[src/rtl/port_arb_pkg.sv]
// Shared types and constants for the shared memory-port arbiter.
// Consumers: mem_port_arbiter, mem_port_arbiter_if, arb_countdown.
package port_arb_pkg;

    typedef enum logic [1:0] {
        IDLE = 2'd0,
        BUSY = 2'd1,
        DONE = 2'd2
    } arb_state_e;

    localparam int REQ_DATA  = 0;
    localparam int REQ_FETCH = 1;

    // One-hot vector for a winner index (0 = data, 1 = fetch).
    function automatic logic [1:0] grant_vec(input logic win);
        if (win) begin
            return 2'b10;
        end else begin
            return 2'b01;
        end
    endfunction

endpackage

[src/rtl/mem_port_arbiter_if.sv]
// Request/grant bundle between the two pipeline requesters and the memory-port arbiter.
// The arbiter uses the slave modport; requesters (or a bench) use the master modport.
interface mem_port_arbiter_if;
    import port_arb_pkg::*;

    logic [1:0] req;
    logic [1:0] gnt;
    logic       sel;
    logic       mem_en;
    logic [1:0] done;
    logic       busy;

    modport master (
        output req,
        input  gnt,
        input  sel,
        input  mem_en,
        input  done,
        input  busy
    );

    modport slave (
        input  req,
        output gnt,
        output sel,
        output mem_en,
        output done,
        output busy
    );

endinterface

[src/rtl/arb_countdown.sv]
// Loadable saturating counter with a zero flag; UP=0 counts down, UP=1 counts up.
// Load has priority over step, and the count never wraps in either direction.
module arb_countdown
    import port_arb_pkg::*;
#(
    parameter int WIDTH = 2,
    parameter bit UP    = 1'b0
) (
    input  logic             clk,
    input  logic             reset,
    input  logic             load,
    input  logic [WIDTH-1:0] load_val,
    input  logic             step,
    output logic [WIDTH-1:0] count,
    output logic             zero
);

    logic [WIDTH-1:0] cnt_r;

    // Counter register: reset, load, or a saturating step.
    always_ff @(posedge clk) begin
        if (reset) begin
            cnt_r <= {WIDTH{1'b0}};
        end else if (load) begin
            cnt_r <= load_val;
        end else if (step) begin
            if (UP) begin
                if (cnt_r != {WIDTH{1'b1}}) begin
                    cnt_r <= cnt_r + WIDTH'(1'b1);
                end else begin
                    cnt_r <= cnt_r;
                end
            end else begin
                if (cnt_r != {WIDTH{1'b0}}) begin
                    cnt_r <= cnt_r - WIDTH'(1'b1);
                end else begin
                    cnt_r <= cnt_r;
                end
            end
        end else begin
            cnt_r <= cnt_r;
        end
    end

    assign count = cnt_r;
    assign zero  = (cnt_r == {WIDTH{1'b0}});

endmodule

[src/rtl/mem_port_arbiter.sv]
// Shared memory-port arbiter: data-over-fetch priority, fixed LAT-cycle access, registered mux select.
// Optional fetch-starvation guard is compiled in with `define ARB_STARVE_GUARD_EN.
module mem_port_arbiter
    import port_arb_pkg::*;
#(
    parameter int LAT        = 2,
    parameter int STARVE_MAX = 3
) (
    input  logic              clk,
    input  logic              reset,
    mem_port_arbiter_if.slave bus
);

    localparam int             CW       = $clog2(LAT + 1);
    localparam logic [CW-1:0]  CNT_LOAD = CW'(LAT - 1);
    // An out-of-range configuration never grants instead of running a truncated countdown.
    localparam bit CFG_OK = (LAT >= 1) && (LAT <= 15) && (STARVE_MAX >= 1) && (STARVE_MAX <= 15);

    arb_state_e    state_r;
    arb_state_e    state_nxt_s;
    logic [1:0]    gnt_r;
    logic [1:0]    gnt_nxt_s;
    logic [1:0]    done_r;
    logic [1:0]    done_nxt_s;
    logic          sel_r;
    logic          sel_nxt_s;
    logic          mem_en_r;
    logic          mem_en_nxt_s;
    logic          busy_r;
    logic          busy_nxt_s;

    logic          arb_s;
    logic          win_s;
    logic          cnt_step_s;
    logic          cnt_zero_s;
    logic [CW-1:0] cnt_val_s;

    assign arb_s      = CFG_OK && (state_r == IDLE) && (bus.req != 2'b00);
    assign cnt_step_s = (state_r == BUSY) && (cnt_val_s != {CW{1'b0}});

    arb_countdown #(
        .WIDTH (CW),
        .UP    (1'b0)
    ) u_access_cnt (
        .clk      (clk),
        .reset    (reset),
        .load     (arb_s),
        .load_val (CNT_LOAD),
        .step     (cnt_step_s),
        .count    (cnt_val_s),
        .zero     (cnt_zero_s)
    );

`ifdef ARB_STARVE_GUARD_EN
    localparam int SW = $clog2(STARVE_MAX + 1);

    logic [SW-1:0] starve_cnt_s;
    logic          starve_zero_s;
    logic          starve_hit_s;
    logic          starve_inc_s;
    logic          starve_clr_s;

    assign starve_hit_s = bus.req[REQ_FETCH] && !starve_zero_s &&
                          (starve_cnt_s == SW'(STARVE_MAX));

    // Winner selection: a saturated starvation count forces fetch through.
    always_comb begin
        win_s = 1'b0;
        if (starve_hit_s) begin
            win_s = 1'b1;
        end else if (bus.req[REQ_DATA]) begin
            win_s = 1'b0;
        end else begin
            win_s = 1'b1;
        end
    end

    assign starve_inc_s = arb_s && !win_s && bus.req[REQ_FETCH];
    assign starve_clr_s = arb_s && (win_s || !bus.req[REQ_FETCH]);

    arb_countdown #(
        .WIDTH (SW),
        .UP    (1'b1)
    ) u_starve_cnt (
        .clk      (clk),
        .reset    (reset),
        .load     (starve_clr_s),
        .load_val ({SW{1'b0}}),
        .step     (starve_inc_s),
        .count    (starve_cnt_s),
        .zero     (starve_zero_s)
    );
`else
    // Winner selection: strict data-over-fetch priority.
    always_comb begin
        win_s = 1'b0;
        if (bus.req[REQ_DATA]) begin
            win_s = 1'b0;
        end else begin
            win_s = 1'b1;
        end
    end
`endif

    // State and output registers; outputs only change on a clock edge so sel is glitch-free.
    always_ff @(posedge clk) begin
        if (reset) begin
            state_r  <= IDLE;
            gnt_r    <= 2'b00;
            sel_r    <= 1'b0;
            mem_en_r <= 1'b0;
            done_r   <= 2'b00;
            busy_r   <= 1'b0;
        end else begin
            state_r  <= state_nxt_s;
            gnt_r    <= gnt_nxt_s;
            sel_r    <= sel_nxt_s;
            mem_en_r <= mem_en_nxt_s;
            done_r   <= done_nxt_s;
            busy_r   <= busy_nxt_s;
        end
    end

    // Next-state logic.
    always_comb begin
        state_nxt_s = state_r;
        case (state_r)
            IDLE: begin
                if (arb_s) begin
                    state_nxt_s = BUSY;
                end else begin
                    state_nxt_s = IDLE;
                end
            end
            BUSY: begin
                if (cnt_zero_s) begin
                    state_nxt_s = DONE;
                end else begin
                    state_nxt_s = BUSY;
                end
            end
            DONE: begin
                state_nxt_s = IDLE;
            end
            default: begin
                state_nxt_s = IDLE;
            end
        endcase
    end

    // Next output values; the winner is remembered in sel_r for the done pulse.
    always_comb begin
        gnt_nxt_s    = gnt_r;
        sel_nxt_s    = sel_r;
        mem_en_nxt_s = mem_en_r;
        done_nxt_s   = 2'b00;
        busy_nxt_s   = busy_r;
        case (state_r)
            IDLE: begin
                if (arb_s) begin
                    gnt_nxt_s    = grant_vec(win_s);
                    sel_nxt_s    = win_s;
                    mem_en_nxt_s = 1'b1;
                    busy_nxt_s   = 1'b1;
                end else begin
                    gnt_nxt_s    = 2'b00;
                    mem_en_nxt_s = 1'b0;
                    busy_nxt_s   = 1'b0;
                end
            end
            BUSY: begin
                if (cnt_zero_s) begin
                    gnt_nxt_s    = 2'b00;
                    mem_en_nxt_s = 1'b0;
                    done_nxt_s   = grant_vec(sel_r);
                    busy_nxt_s   = 1'b1;
                end else begin
                    gnt_nxt_s    = gnt_r;
                    mem_en_nxt_s = 1'b1;
                    busy_nxt_s   = 1'b1;
                end
            end
            DONE: begin
                gnt_nxt_s    = 2'b00;
                mem_en_nxt_s = 1'b0;
                busy_nxt_s   = 1'b0;
            end
            default: begin
                gnt_nxt_s    = 2'b00;
                mem_en_nxt_s = 1'b0;
                busy_nxt_s   = 1'b0;
            end
        endcase
    end

    assign bus.gnt    = gnt_r;
    assign bus.sel    = sel_r;
    assign bus.mem_en = mem_en_r;
    assign bus.done   = done_r;
    assign bus.busy   = busy_r;

endmodule

[src/flat_wrapper.sv]
// flat-port wrapper written by rule: the top's interface ports become plain ports
module mem_port_arbiter_flat import port_arb_pkg::*;
#(
    parameter int LAT        = 2,
    parameter int STARVE_MAX = 3
)
  (clk, reset, bus_req, bus_gnt, bus_sel, bus_mem_en, bus_done, bus_busy);
  mem_port_arbiter_if bus_i ();
  input  logic clk;
  input  logic reset;
  input wire logic [$bits(bus_i.req)-1:0] bus_req;
  output wire logic [$bits(bus_i.gnt)-1:0] bus_gnt;
  output wire logic [$bits(bus_i.sel)-1:0] bus_sel;
  output wire logic [$bits(bus_i.mem_en)-1:0] bus_mem_en;
  output wire logic [$bits(bus_i.done)-1:0] bus_done;
  output wire logic [$bits(bus_i.busy)-1:0] bus_busy;
  assign bus_i.req = bus_req;
  assign bus_gnt = bus_i.gnt;
  assign bus_sel = bus_i.sel;
  assign bus_mem_en = bus_i.mem_en;
  assign bus_done = bus_i.done;
  assign bus_busy = bus_i.busy;
  mem_port_arbiter #(.LAT(LAT), .STARVE_MAX(STARVE_MAX)) u_core (.clk(clk), .reset(reset), .bus(bus_i));
endmodule
[config.mk]
export PLATFORM = sky130hd
export DESIGN_NAME = mem_port_arbiter_flat
export DESIGN_NICKNAME = d
export VERILOG_FILES = /design/src/rtl/port_arb_pkg.sv /design/src/rtl/mem_port_arbiter_if.sv /design/src/rtl/arb_countdown.sv /design/src/rtl/mem_port_arbiter.sv /design/src/flat_wrapper.sv
export SDC_FILE = /design/constraint.sdc
export NUM_CORES = 1
export LEC_CHECK = 0
export ABC_AREA = 1
export BUFFER_PORTS_ARGS = -buffer_cell sky130_fd_sc_hd__buf_2
export CAP_MARGIN = 15
export CORE_AREA = 2 2 39 41
export DETAILED_ROUTE_END_ITERATION = 6
export DIE_AREA = 0 0 41 43
export SKIP_LAST_GASP = 1
export SYNTH_ARGS = -nofsm -noshare
export SYNTH_HDL_FRONTEND = slang
export SYNTH_SLANG_ARGS = --single-unit
[constraint.sdc]
create_clock -name clk -period 0.9 [get_ports clk]
set_input_delay 0.09 -clock clk [delete_from_list [all_inputs] [get_ports clk]]
set_output_delay 0.09 -clock clk [all_outputs]
set_load 0.005 [all_outputs]
* Yosys cells after proc, flatten, opt, wreduce, memory -nomap -nowiden
Cells that the tools add are included.
Storage, ports and cells: flip-flop bits (word level) 11, logic and storage cells 42
Cells by class: add/subtract/negate cells 1, equal/unequal tests 2, multiplexer cells 16, bitwise logic cells 2, reduce and logical (&&, ||, !) cells 13
Operators by type and width (number):
- $mux 2 | 5
- $pmux 2 s2 | 2
- $reduce_bool 2->1 | 4
- $mux 1 | 7
- $reduce_and 2->1 | 3
- $logic_not 2->1 | 2
- $pmux 1 s2 | 2
- $reduce_or 3->1 | 1
- $eq 2x1->1 const B | 1
- $logic_and 1x1->1 | 2
- $ne 2x1->1 const B | 1
- $not 1->1 | 2
- $reduce_or 2->1 | 1
- $sub 2x1->2 const B | 1

* Longest topological paths before layout
word-level depth 4, gate-level depth with buffers 8, mapped depth without buffers 8

* Cells and area by module
From an unflattened synthesis, not the netlist that was laid out.
Second synthesis, totals: cells, all modules 64, area total of the unflattened synthesis 444.2 um^2
By module, submodules not included:
- mem_port_arbiter | instances 1, cells each 39, area an instance 304.0 um^2, sequential area each 160.2 um^2
- arb_countdown | instances 1, cells each 25, area an instance 140.1 um^2, sequential area each 40.0 um^2

* Least setup slack after synthesis
Ideal clock, no wire load.
path type register to register, from reg u_core.u_access_cnt.cnt_r[0] (netlist: u_core.u_access_cnt.count[0]), to reg u_core.u_access_cnt.cnt_r[0] (netlist: u_core.u_access_cnt.count[0]), library setup time 109 ps, arrival 920 ps, path slack -129 ps, stages on the path, launching flop included 9, buffers on the path 0, clock period less this slack 1029 ps, cell sequence dfxtp_1 > inv_1 > ha_1 > inv_1 > nand3_2 > nand2_1 > nand3_1 > nand2_1 > inv_1
On the way: cells in the longest elaborated chain, start to end 4, elaborated cells between the ends (all ways) 9, those cells by class add/sub (1); mux (3); reduce/logical (5)
Ends and longest elaborated chain:
- start: declaration | line arb_countdown.sv:18 | logic [WIDTH-1:0] cnt_r;
- start signal: assignment | line arb_countdown.sv:23 | cnt_r <= {WIDTH{1'b0}};
- start signal: assignment | line arb_countdown.sv:25 | cnt_r <= load_val;
- start signal: assignment | line arb_countdown.sv:29 | cnt_r <= cnt_r + WIDTH'(1'b1);
- $sub 2x1->2 / $reduce_bool 2->1 (equally long branches) | line arb_countdown.sv:35, arb_countdown.sv:34, mem_port_arbiter.sv:39
- $mux 1 / $logic_and 1x1->1 (equally long branches) | line arb_countdown.sv:34, mem_port_arbiter.sv:39
- $mux 1 / $reduce_bool 2->1 (equally long branches)
- $mux 1 / $reduce_and 2->1 (equally long branches)
Several ways; a longest one is shown, not always the timed one. The select of a mux whose other input is x is not followed. A chain may end at the register's enable or synchronous reset.

* Worst setup path in the final report
from reg u_core.u_access_cnt.cnt_r[0] (netlist: u_core.u_access_cnt.count[0]), to reg u_core.u_access_cnt.cnt_r[1] (netlist: u_core.u_access_cnt.count[1])
On the way: cells in the longest elaborated chain, start to end 3, elaborated cells between the ends (all ways) 4, those cells by class add/sub (1); reduce/logical (3)
Ends and longest elaborated chain:
- $reduce_bool 2->1 | line arb_countdown.sv:34, mem_port_arbiter.sv:39
- $logic_and 1x1->1 | line mem_port_arbiter.sv:39 | assign cnt_step_s = (state_r == BUSY) && (cnt_val_s != {CW{1'b0}});
- $reduce_and 2->1 (no line)
Several ways; a longest one is shown, not always the timed one.

==> flow_metrics.env <==
export IMPL_via_per_inst=4.392
export IMPL_clockBufferDepth=2
export IMPL_syn_num_nets=52
export IMPL_p_per_area_nw_per_um2=1988
export IMPL_clock_root_buffer="clkbuf_4"
export IMPL_drc=0
export IMPL_holdBufCountCts=0
export IMPL_crit_arrival_ns=1.22
export IMPL_antenna_found_initial=0
export IMPL_rows=14
export IMPL_nNetsFinal=69
export IMPL_seq_area_frac_synth_pct=52.63
export IMPL_n_antenna_cell=0
export IMPL_cp_depth=7
export IMPL_die_y_um=43
export IMPL_setup_worst_path_end_class="register"
export IMPL_initial_core_util_pct=27.49
export IMPL_cts_made_buffers=3
export IMPL_fp_dieW_um=41
export IMPL_syn_to_final_growth_pct=49.67
export IMPL_worst_slew_pin_slew_ns=0.2062
export IMPL_syn_avg_cell_area_um2=8.093
export IMPL_critPathBufInv=3
export IMPL_io_buffers=10
export IMPL_path_common_cell="inv_2"
export IMPL_startpoint_type="register"
export IMPL_grt_pass1_wl_um=1090
export IMPL_r2r_setup_slack_ns=-0.12
export IMPL_grt_setup_unrepaired="true"
export IMPL_h_tree_depth=1
export IMPL_failed_checks="negative setup slack"
export IMPL_cp_data_required_time_ns=1.09
export IMPL_cp_slowest_cell="dfxtp_2"
export IMPL_synth_largest_area_cell="dfxtp_1"
export IMPL_period_share_pct=113.6
export IMPL_fin_crit_ns=1.022
export IMPL_core_area_um2=1384
export IMPL_reg2reg_from="u_core.u_access_cnt.count[0]"
export IMPL_io_pins=11
export IMPL_grt_max_degree=7
export IMPL_final_core_util_pct=41.14
export IMPL_yosysTopAreaCellShare_pct=52.63
export IMPL_path_clk_slew_ns=0.07
export IMPL_peakVddDrop_uv=576.3
export IMPL_p_total_mw=1.132
export IMPL_dieArea_um2=1763
export IMPL_rr_worst_depth=7
export IMPL_setup_viol=5
export IMPL_cp_cell_sequence="inv_2 -> ha_4 -> inv_4 -> nand3_4 -> inv_2 -> nand2_1 -> a21oi_2"
export IMPL_yosys_warnings=0
export IMPL_drv_cap=0
export IMPL_timing_rr_end="u_core.u_access_cnt.count[1]"
export IMPL_drt_pass1_iterations=4
export IMPL_wl_um=784
export IMPL_synthDistinctLibCells=13
export IMPL_clk_latency_ns=0.26
export IMPL_final_common_cell="buf_2"
export IMPL_most_common_layout_cells="10 x buf_2, 7 x inv_1, 7 x nand2_1, 6 x dfxtp_1, 4 x a21oi_2"
export IMPL_synth_cells=47
export IMPL_status="finished with violations"
export IMPL_hold_class="input pin to register"
export IMPL_slew_headroom_pct=86.20
export IMPL_drt_iter0_markers=4
export IMPL_p_leak_nw=0.2637
export IMPL_endpoint="u_core.u_access_cnt.count[1]"
export IMPL_clock_skew_ns=0.0007324
export IMPL_drive_above_1_share_pct=57.14
export IMPL_vias=347
export IMPL_gp_routability_congestion=0.7558
export IMPL_crit_start="u_core.u_access_cnt.count[0]"
export IMPL_crit_family="flip-flops"
export IMPL_critical_path_class="register to register"
export IMPL_dpl_hpwl_um=534.7
export IMPL_clkSinkCount=10
export IMPL_wl_per_cell_um=9.924
export IMPL_drtAntennaViolNets=0
export IMPL_synth_area_leaders="dfxtp_1 53%, inv_1 9.9%, nand2_1 8.9%"
export IMPL_cts_tree="done"
export IMPL_grtUsageTotal_pct=9.557
export IMPL_syn_area_um2=380.4
export IMPL_ys_seq_elements=10
export IMPL_grt_overflow_total=0
export IMPL_critPathMaxFanout=4
export IMPL_clock_fmax_mhz=978.4
export IMPL_grt_pass1_vias=289
export IMPL_fin_ws_ns=-0.1220
export IMPL_hold_violations=0
export IMPL_min_from="reset"
export IMPL_cp_slowest_stage_delay_ns=0.35
export IMPL_slew_viol_final=0
[registers in the layout, indices dropped and copies added (netlist names)]
signal / count
u_core.state_r: 2
u_core.bus.done: 2
u_core.bus.busy: 1
u_core.bus.sel: 1
u_core.bus.gnt: 2
u_core.u_access_cnt.count: 2
[synth_stat cells]
master    instances
nand3_1           3
inv_2             1
a21oi_1           5
inv_1            10
nand3b_1          1
o21ai_2           1
nand2_1           9
ha_1              1
o22ai_1           1
nor2_2            2
nand3_2           1
nor2_1            2
dfxtp_1          10
[metal layers]
metal	up-vias	GRT usage, %	wire length [um]
met4	0	6.000	14
met1	156	10.68	354
met5	-	0	0
met2	8	13.13	371
met3	2	5.759	43
li1	181	-	-
[stage by stage]
stage	cell area, um2	setup slack [ns]	setup TNS, ns	hold WS [ns]	instances
after global placement	473.0	-0.1170	-0.3143	0.3410	74
final	569.3	-0.1220	-0.5161	0.06433	79
after CTS	520.5	-0.08893	-0.3244	0.04857	78
after detailed placement	473.0	-0.1219	-0.3886	0.3364	74
after floorplan	395.4	-0.05745	-0.06773	0.1591	47
after global routing	569.3	-0.1676	-0.8023	0.06737	79
[cell type report]
cell class              instances  area, um2
fillers                       147      814.5
flip-flops and latches         10      207.7
multi-input cells              26      196.4
repair buffers                 12      65.06
inverters                      11      43.79
clock buffers                   4      36.28
well taps                      16      20.02
[cell families (layout without fill, tap and decap cells)]
family	after synthesis	count (layout)	synth area share, %
adders and majority gates	1	1	3.289
DFF	10	10	52.63
buffers and inverters	11	27	10.86
and+or+nand+nor	18	18	22.70
AOI/OAI and AO/OA	7	7	10.53
[what timing repair did]
item | 4_1_cts | 5_1_grt
buffers inserted | 0 | 1
setup endpoints to repair | 6 | 8
resized for setup | 3 | 11
pin swaps | 2 | 3
gates cloned | 0 | 0
[report_power, final]
part	internal, mW	total (mW)	switching [mW]
clock network	0.245	0.409	0.164
registers	0.480	0.508	0.0277
logic	0.0991	0.215	0.116
total	0.824	1.13	0.308
[worst min path at each step]
| stage | to | slack, ns | cells past startpoint |
|---|---|---|---|
| final | u_core.state_r[0] | 0.06 | 2 |
| after global routing | u_core.state_r[0] | 0.07 | 2 |
| after CTS | u_core.state_r[0] | 0.05 | 2 |
| after detailed placement | u_core.bus.busy | 0.34 | 2 |
| after global placement | u_core.state_r[0] | 0.34 | 2 |
| after floorplan | u_core.bus.busy | 0.16 | 1 |
No activity file was read; power rests on OpenSTA's default activity.
